<file path="src/rtl/uart_pkg.sv">
// Shared UART definitions: default frame geometry and the receiver state encoding.
package uart_pkg;

  localparam int DATA_BITS_DEF  = 8;
  localparam int OVERSAMPLE_DEF = 16;

  typedef enum logic [1:0] {
    RX_IDLE  = 2'd0,
    RX_START = 2'd1,
    RX_DATA  = 2'd2,
    RX_STOP  = 2'd3
  } rx_state_e;

endpackage

</file>
<file path="src/rtl/uart_sync2.sv">
// Two-flop synchronizer for a single asynchronous input bit.
module uart_sync2 #(
  parameter logic RESET_VAL = 1'b1
) (
  input  logic clk,
  input  logic rst_n,
  input  logic d,
  output logic q
);

  logic meta_q, meta_d;
  logic sync_q, sync_d;

  // Next values simply move the input one stage down the chain.
  always_comb begin
    meta_d = d;
    sync_d = meta_q;
  end

  // Both stages come out of reset at the line's idle level.
  always_ff @(posedge clk or negedge rst_n) begin
    if (!rst_n) begin
      meta_q <= RESET_VAL;
      sync_q <= RESET_VAL;
    end else begin
      meta_q <= meta_d;
      sync_q <= sync_d;
    end
  end

  assign q = sync_q;

endmodule

</file>
<file path="src/rtl/uart_rx.sv">
// Oversampling UART receiver with a one-entry valid/ready output holding register.
module uart_rx
  import uart_pkg::*;
#(
  parameter int DATA_BITS  = DATA_BITS_DEF,
  parameter int OVERSAMPLE = OVERSAMPLE_DEF
) (
  input  logic                 clk,
  input  logic                 rst_n,
  input  logic                 tick,
  input  logic                 rx,
  input  logic                 rx_ready,
  output logic [DATA_BITS-1:0] rx_data,
  output logic                 rx_valid,
  output logic                 frame_err,
  output logic                 overrun,
  output logic                 busy
);

  localparam int TCW = (OVERSAMPLE > 1) ? $clog2(OVERSAMPLE) : 1;
  localparam int BCW = $clog2(DATA_BITS + 1);
  localparam logic [TCW-1:0] HALF_LAST = TCW'(OVERSAMPLE / 2 - 1);
  localparam logic [TCW-1:0] FULL_LAST = TCW'(OVERSAMPLE - 1);
  localparam logic [BCW-1:0] BIT_LAST  = BCW'(DATA_BITS - 1);

  rx_state_e state_q, state_d;

  logic [TCW-1:0]       tick_cnt_q, tick_cnt_d;
  logic [BCW-1:0]       bit_cnt_q, bit_cnt_d;
  logic [DATA_BITS-1:0] shift_q, shift_d;
  logic [DATA_BITS-1:0] rx_data_q, rx_data_d;
  logic                 rx_valid_q, rx_valid_d;
  logic                 frame_err_q, frame_err_d;
  logic                 overrun_q, overrun_d;

  logic rx_s;
  logic stop_done;
  logic frame_good;
  logic frame_bad;

  uart_sync2 #(
    .RESET_VAL(1'b1)
  ) u_sync (
    .clk  (clk),
    .rst_n(rst_n),
    .d    (rx),
    .q    (rx_s)
  );

  // State register for the frame FSM.
  always_ff @(posedge clk or negedge rst_n) begin
    if (!rst_n) begin
      state_q <= RX_IDLE;
    end else begin
      state_q <= state_d;
    end
  end

  // Next-state logic plus the counters and shift register that pace the frame.
  always_comb begin
    state_d    = state_q;
    tick_cnt_d = tick_cnt_q;
    bit_cnt_d  = bit_cnt_q;
    shift_d    = shift_q;
    unique case (state_q)
      RX_IDLE: begin
        tick_cnt_d = '0;
        bit_cnt_d  = '0;
        if (!rx_s) begin
          state_d = RX_START;
        end
      end
      RX_START: begin
        if (tick) begin
          if (tick_cnt_q == HALF_LAST) begin
            tick_cnt_d = '0;
            bit_cnt_d  = '0;
            state_d    = rx_s ? RX_IDLE : RX_DATA;
          end else begin
            tick_cnt_d = tick_cnt_q + TCW'(1);
          end
        end
      end
      RX_DATA: begin
        if (tick) begin
          if (tick_cnt_q == FULL_LAST) begin
            tick_cnt_d = '0;
            shift_d    = shift_q >> 1;
            shift_d[DATA_BITS-1] = rx_s;
            if (bit_cnt_q == BIT_LAST) begin
              bit_cnt_d = '0;
              state_d   = RX_STOP;
            end else begin
              bit_cnt_d = bit_cnt_q + BCW'(1);
            end
          end else begin
            tick_cnt_d = tick_cnt_q + TCW'(1);
          end
        end
      end
      RX_STOP: begin
        if (tick) begin
          if (tick_cnt_q == FULL_LAST) begin
            tick_cnt_d = '0;
            state_d    = RX_IDLE;
          end else begin
            tick_cnt_d = tick_cnt_q + TCW'(1);
          end
        end
      end
      default: begin
        state_d = RX_IDLE;
      end
    endcase
  end

  // Output logic: stop-bit verdict, delivery into the holding register and flag pulses.
  always_comb begin
    stop_done   = (state_q == RX_STOP) && tick && (tick_cnt_q == FULL_LAST);
    frame_good  = stop_done && rx_s;
    frame_bad   = stop_done && !rx_s;
    rx_data_d   = rx_data_q;
    rx_valid_d  = rx_valid_q;
    frame_err_d = frame_bad;
    overrun_d   = 1'b0;
    if (frame_good) begin
      if (!rx_valid_q || rx_ready) begin
        rx_data_d  = shift_q;
        rx_valid_d = 1'b1;
      end else begin
        overrun_d = 1'b1;
      end
    end else if (rx_valid_q && rx_ready) begin
      rx_valid_d = 1'b0;
    end
  end

  // Datapath registers; a reset mid-frame drops everything without raising flags.
  always_ff @(posedge clk or negedge rst_n) begin
    if (!rst_n) begin
      tick_cnt_q  <= '0;
      bit_cnt_q   <= '0;
      shift_q     <= '0;
      rx_data_q   <= '0;
      rx_valid_q  <= 1'b0;
      frame_err_q <= 1'b0;
      overrun_q   <= 1'b0;
    end else begin
      tick_cnt_q  <= tick_cnt_d;
      bit_cnt_q   <= bit_cnt_d;
      shift_q     <= shift_d;
      rx_data_q   <= rx_data_d;
      rx_valid_q  <= rx_valid_d;
      frame_err_q <= frame_err_d;
      overrun_q   <= overrun_d;
    end
  end

  assign rx_data   = rx_data_q;
  assign rx_valid  = rx_valid_q;
  assign frame_err = frame_err_q;
  assign overrun   = overrun_q;
  assign busy      = (state_q != RX_IDLE);

endmodule
</file>
<file path="config.mk">
export PLATFORM = sky130hd
export DESIGN_NAME = uart_rx
export DESIGN_NICKNAME = d
export VERILOG_FILES = /design/src/rtl/uart_pkg.sv /design/src/rtl/uart_sync2.sv /design/src/rtl/uart_rx.sv
export SDC_FILE = /design/constraint.sdc
export NUM_CORES = 1
export LEC_CHECK = 0
export ABC_AREA = 1
export BUFFER_PORTS_ARGS = -buffer_cell sky130_fd_sc_hd__buf_2
export CAP_MARGIN = 10
export CORE_UTILIZATION = 60
export CTS_BUF_LIST = sky130_fd_sc_hd__clkbuf_8
export DETAILED_ROUTE_END_ITERATION = 6
export GPL_ROUTABILITY_DRIVEN = 1
export PLACE_DENSITY = 0.91
export REMOVE_ABC_BUFFERS = 1
export SLEW_MARGIN = 0
export SYNTH_ARGS = -nofsm -noshare
export SYNTH_HDL_FRONTEND = slang
export SYNTH_SLANG_ARGS = --single-unit
</file>
<file path="constraint.sdc">
create_clock -name clk -period 3.95 [get_ports clk]
set_input_delay 0.395 -clock clk [delete_from_list [all_inputs] [get_ports clk]]
set_output_delay 0.395 -clock clk [all_outputs]
set_load 0.01 [all_outputs]
</file>
==> impl_metrics.json <==
{
  "grt_overflow": 0,
  "finalHoldViolCount": 0,
  "grt_pass1_vias": 1046,
  "netlist_instances": 154,
  "r2r-start": "tick_cnt_q[0]$_DFFE_PN0P_",
  "die_x_um": 50.4,
  "die_area_sq_um": 2540,
  "cts_buffers": 5,
  "cp.depth": 3,
  "critPathSlowestCell": "dfrtp_1",
  "wl_met1_um": 1130,
  "finalClockSkew_ps": 3.18,
  "ant_nets": 0,
  "synth_top_area_cell": "dfrtp_1",
  "synth_edf_count": 0,
  "grt_pass1_wl_um": 4400,
  "drive_gt1_share_pct": 24.4,
  "n_antenna_cell": 0,
  "final_max_slew_viol_count": 0,
  "cts_tree": "yes",
  "finalSetupViolCount": 0,
  "worst-r2r-setup-slack_ps": 2450,
  "rr_endpoint": "rx_data[1]$_DFFE_PN0P_",
  "setup-tns-final_ps": 0,
  "min_period_ps": 1530,
  "crit_end": "busy",
  "die_h_um": 50.4,
  "pre_cts_ws_ps": 2470,
  "worst_pin_slew_ps": 663,
  "p_per_area_nw_per_um2": 547,
  "syn_area_per_cell_sq_um": 9.14,
  "top_layer": "met4",
  "arrival_ps": 1140,
  "portBuffers": 16,
  "clk_latency_ps": 280,
  "clkSinkCount": 31,
  "met3_length_um": 152,
  "rows": 17,
  "antenna_found_initial": 0,
  "max-vdd-ir-drop_mv": 0.587,
  "synth-main-ff-cell": "dfrtp_1",
  "cp_cell_sequence": "inv_2, nand2_2, buf_2",
  "post_cts_resize_count": 0,
  "num-fill-cells": 145,
  "fin_util_pct": 73.5,
  "crit_type": "reg -> out",
  "met2RoutedLength_um": 1310,
  "syn_area_sq_um": 1410,
  "critPathRequiredTime_ps": 3560,
  "cp_top_family": "flip-flops",
  "wl_um": 2630,
  "ctsHoldBuffers": 0,
  "grt_util_all_layers_pct": 24.0,
  "fin_nets": 182,
  "crit_path_end_kind": "output port",
  "hold_slack_ps": 138,
  "cp_num_buf_inv": 2,
  "drt_pass1_iterations": 4,
  "synth_most_common_cell": "nand2_1",
  "synthTopCellsByArea": "dfrtp_1 52%, nand2_1 12%, nand3_1 5.3%",
  "place_congestion": 0.864,
  "cap_violations": 0,
  "start_util_pct": 63.6,
  "yosysWarnings": 0,
  "synth-seq-area-share_pct": 55.3,
  "netlist_top_cells_count": "45 x nand2_1, 29 x dfrtp_1, 15 x nand3_1",
  "clock-root-buffer": "clkbuf_8",
  "async_flop_share_pct": 100,
  "clkTransAtPathRegs_ps": 60,
  "area_delta_synth_final_pct": 15.5,
  "crit_path_max_incr_delay_ps": 500,
  "max_slew_margin_pct": 55.8,
  "post_drt_via_cell_ratio": 5.41,
  "drt-wirelength-per-cell_um": 12.9,
  "yosysUniqueCellTypes": 25,
  "num_io_pins": 17,
  "critPathLaunchType": "flip-flop",
  "rsz0062_at_grt": "false",
  "coreArea_sq_um": 2210,
  "ys_seq_elements": 31,
  "vias": 1104,
  "min_period_over_period_pct": 38.8,
  "setup_ws_ps": 2420,
  "path_max_fanout": 7,
  "synth_top_area_share_pct": 51.6,
  "htreeDepth": 2,
  "drcViolationCount": 0,
  "cts_buffer_depth": 2,
  "drtIter0Drc": 36,
  "min_path_type": "in -> async",
  "dpl.hpwl_um": 1920,
  "grt_max_degree": 32,
  "reg2regPathDepth": 8,
  "post_cts_buffers": 0,
  "fmax_ghz": 0.653,
  "power_leakage_nw": 0.878,
  "status": "finished, final reports clean"
}
==> flip-flops by register name, summed over array words and instances, names as in the netlist, named ones only <==
register and count:
shift_q 8, rx_valid 1, u_sync.q 1, bit_cnt_q 4, rx_data 8, frame_err 1
state_q 1, tick_cnt_q 4, u_sync.meta_q 1, overrun 1
==> power by group <==
group | switching [mW] | internal (mW) | total (mW)
Combinational | 0.125 | 0.0579 | 0.183
Sequential | 0.0389 | 0.348 | 0.387
Clock | 0.115 | 0.204 | 0.319
==> cells by family (layout without fill, tap and decap cells) <==
kind of cell,count (synthesis),after routing,share of synthesized area (%)
AND/OR/NAND/NOR,84,84,30.0
flip-flops,31,31,55.3
AO/OA/AOI/OAI,18,18,6.58
buffers and inverters,17,39,5.07
adder cells (fa/ha/maj),2,2,1.78
XOR/XNOR,2,2,1.24
==> stage by stage <==
| stage | instances | instance area [sq um] | power, mW |
|---|---|---|---|
| floorplan | 152 | 1390 | 0.523 |
| global placement | 196 | 1510 | 0.563 |
| detailed placement | 196 | 1510 | 0.572 |
| CTS | 204 | 1630 | 0.893 |
| global route | 204 | 1630 | 0.934 |
| finish | 204 | 1630 | 0.890 |
==> how the worst min path moves through the flow <==
stage / start / end / slack, ps / depth (start not counted)
after CTS: rst_n / asynchronous set/reset pin / 160 / 1
after detailed placement: u_sync.meta_q$_DFF_PN1_ / u_sync.q$_DFF_PN1_ / 350 / 0
after global placement: u_sync.meta_q$_DFF_PN1_ / u_sync.q$_DFF_PN1_ / 350 / 0
after global routing: rst_n / tick_cnt_q[1]$_DFFE_PN0P_ / 200 / 1
after floorplan: rst_n / asynchronous set/reset pin / 100 / 0
final: rst_n / tick_cnt_q[2]$_DFFE_PN0P_ / 140 / 1
==> layout make-up <==
| type | instances | area [sq um] | share of cell area (%) |
|---|---|---|---|
| clock buffers | 6 | 82.6 | 5.08 |
| clock inverters | 2 | 35.0 | 2.16 |
| inverters | 15 | 56.3 | 3.46 |
| multi-input cells | 106 | 558 | 34.3 |
| flip-flops and latches | 31 | 778 | 47.9 |
| well taps | 28 | 35.0 | 2.16 |
| repair buffers | 16 | 80.1 | 4.93 |
==> worst register-to-register path: stages (launching register included) <==
cell	delay, ps
dfrtp_1	390
ha_1	190
nand2_1	100
nor2_4	150
nand3_4	120
nor2_8	170
nand2_4	100
nand2_1	100
nand2_1	60
==> layer usage <==
metal	vias to the layer above	track usage (%)
met5	-	0
met4	0	11.1
met3	6	9.39
met2	36	38.4
met1	523	28.3
li1	539	-
==> placed cells by master (no fill, tap or decap) <==
cell type,n
nand2_1,45
dfrtp_1,29
buf_2,16
nand3_1,15
inv_1,10
o21ai_1,9
nor2_1,8
a21oi_1,7
clkbuf_8,6
inv_2,5
nand2_2,5
nand3_4,2
nand4_1,2
xor2_1,2
ha_1,2
dfstp_2,2
nor2_4,1
nor3_1,1
nand3_2,1
and2_0,1
nor2_8,1
nand2_4,1
nor2_2,1
a211oi_1,1
o21ai_0,1
bufinv_16,1
clkinv_2,1
(Power assumes the default switching activity.)
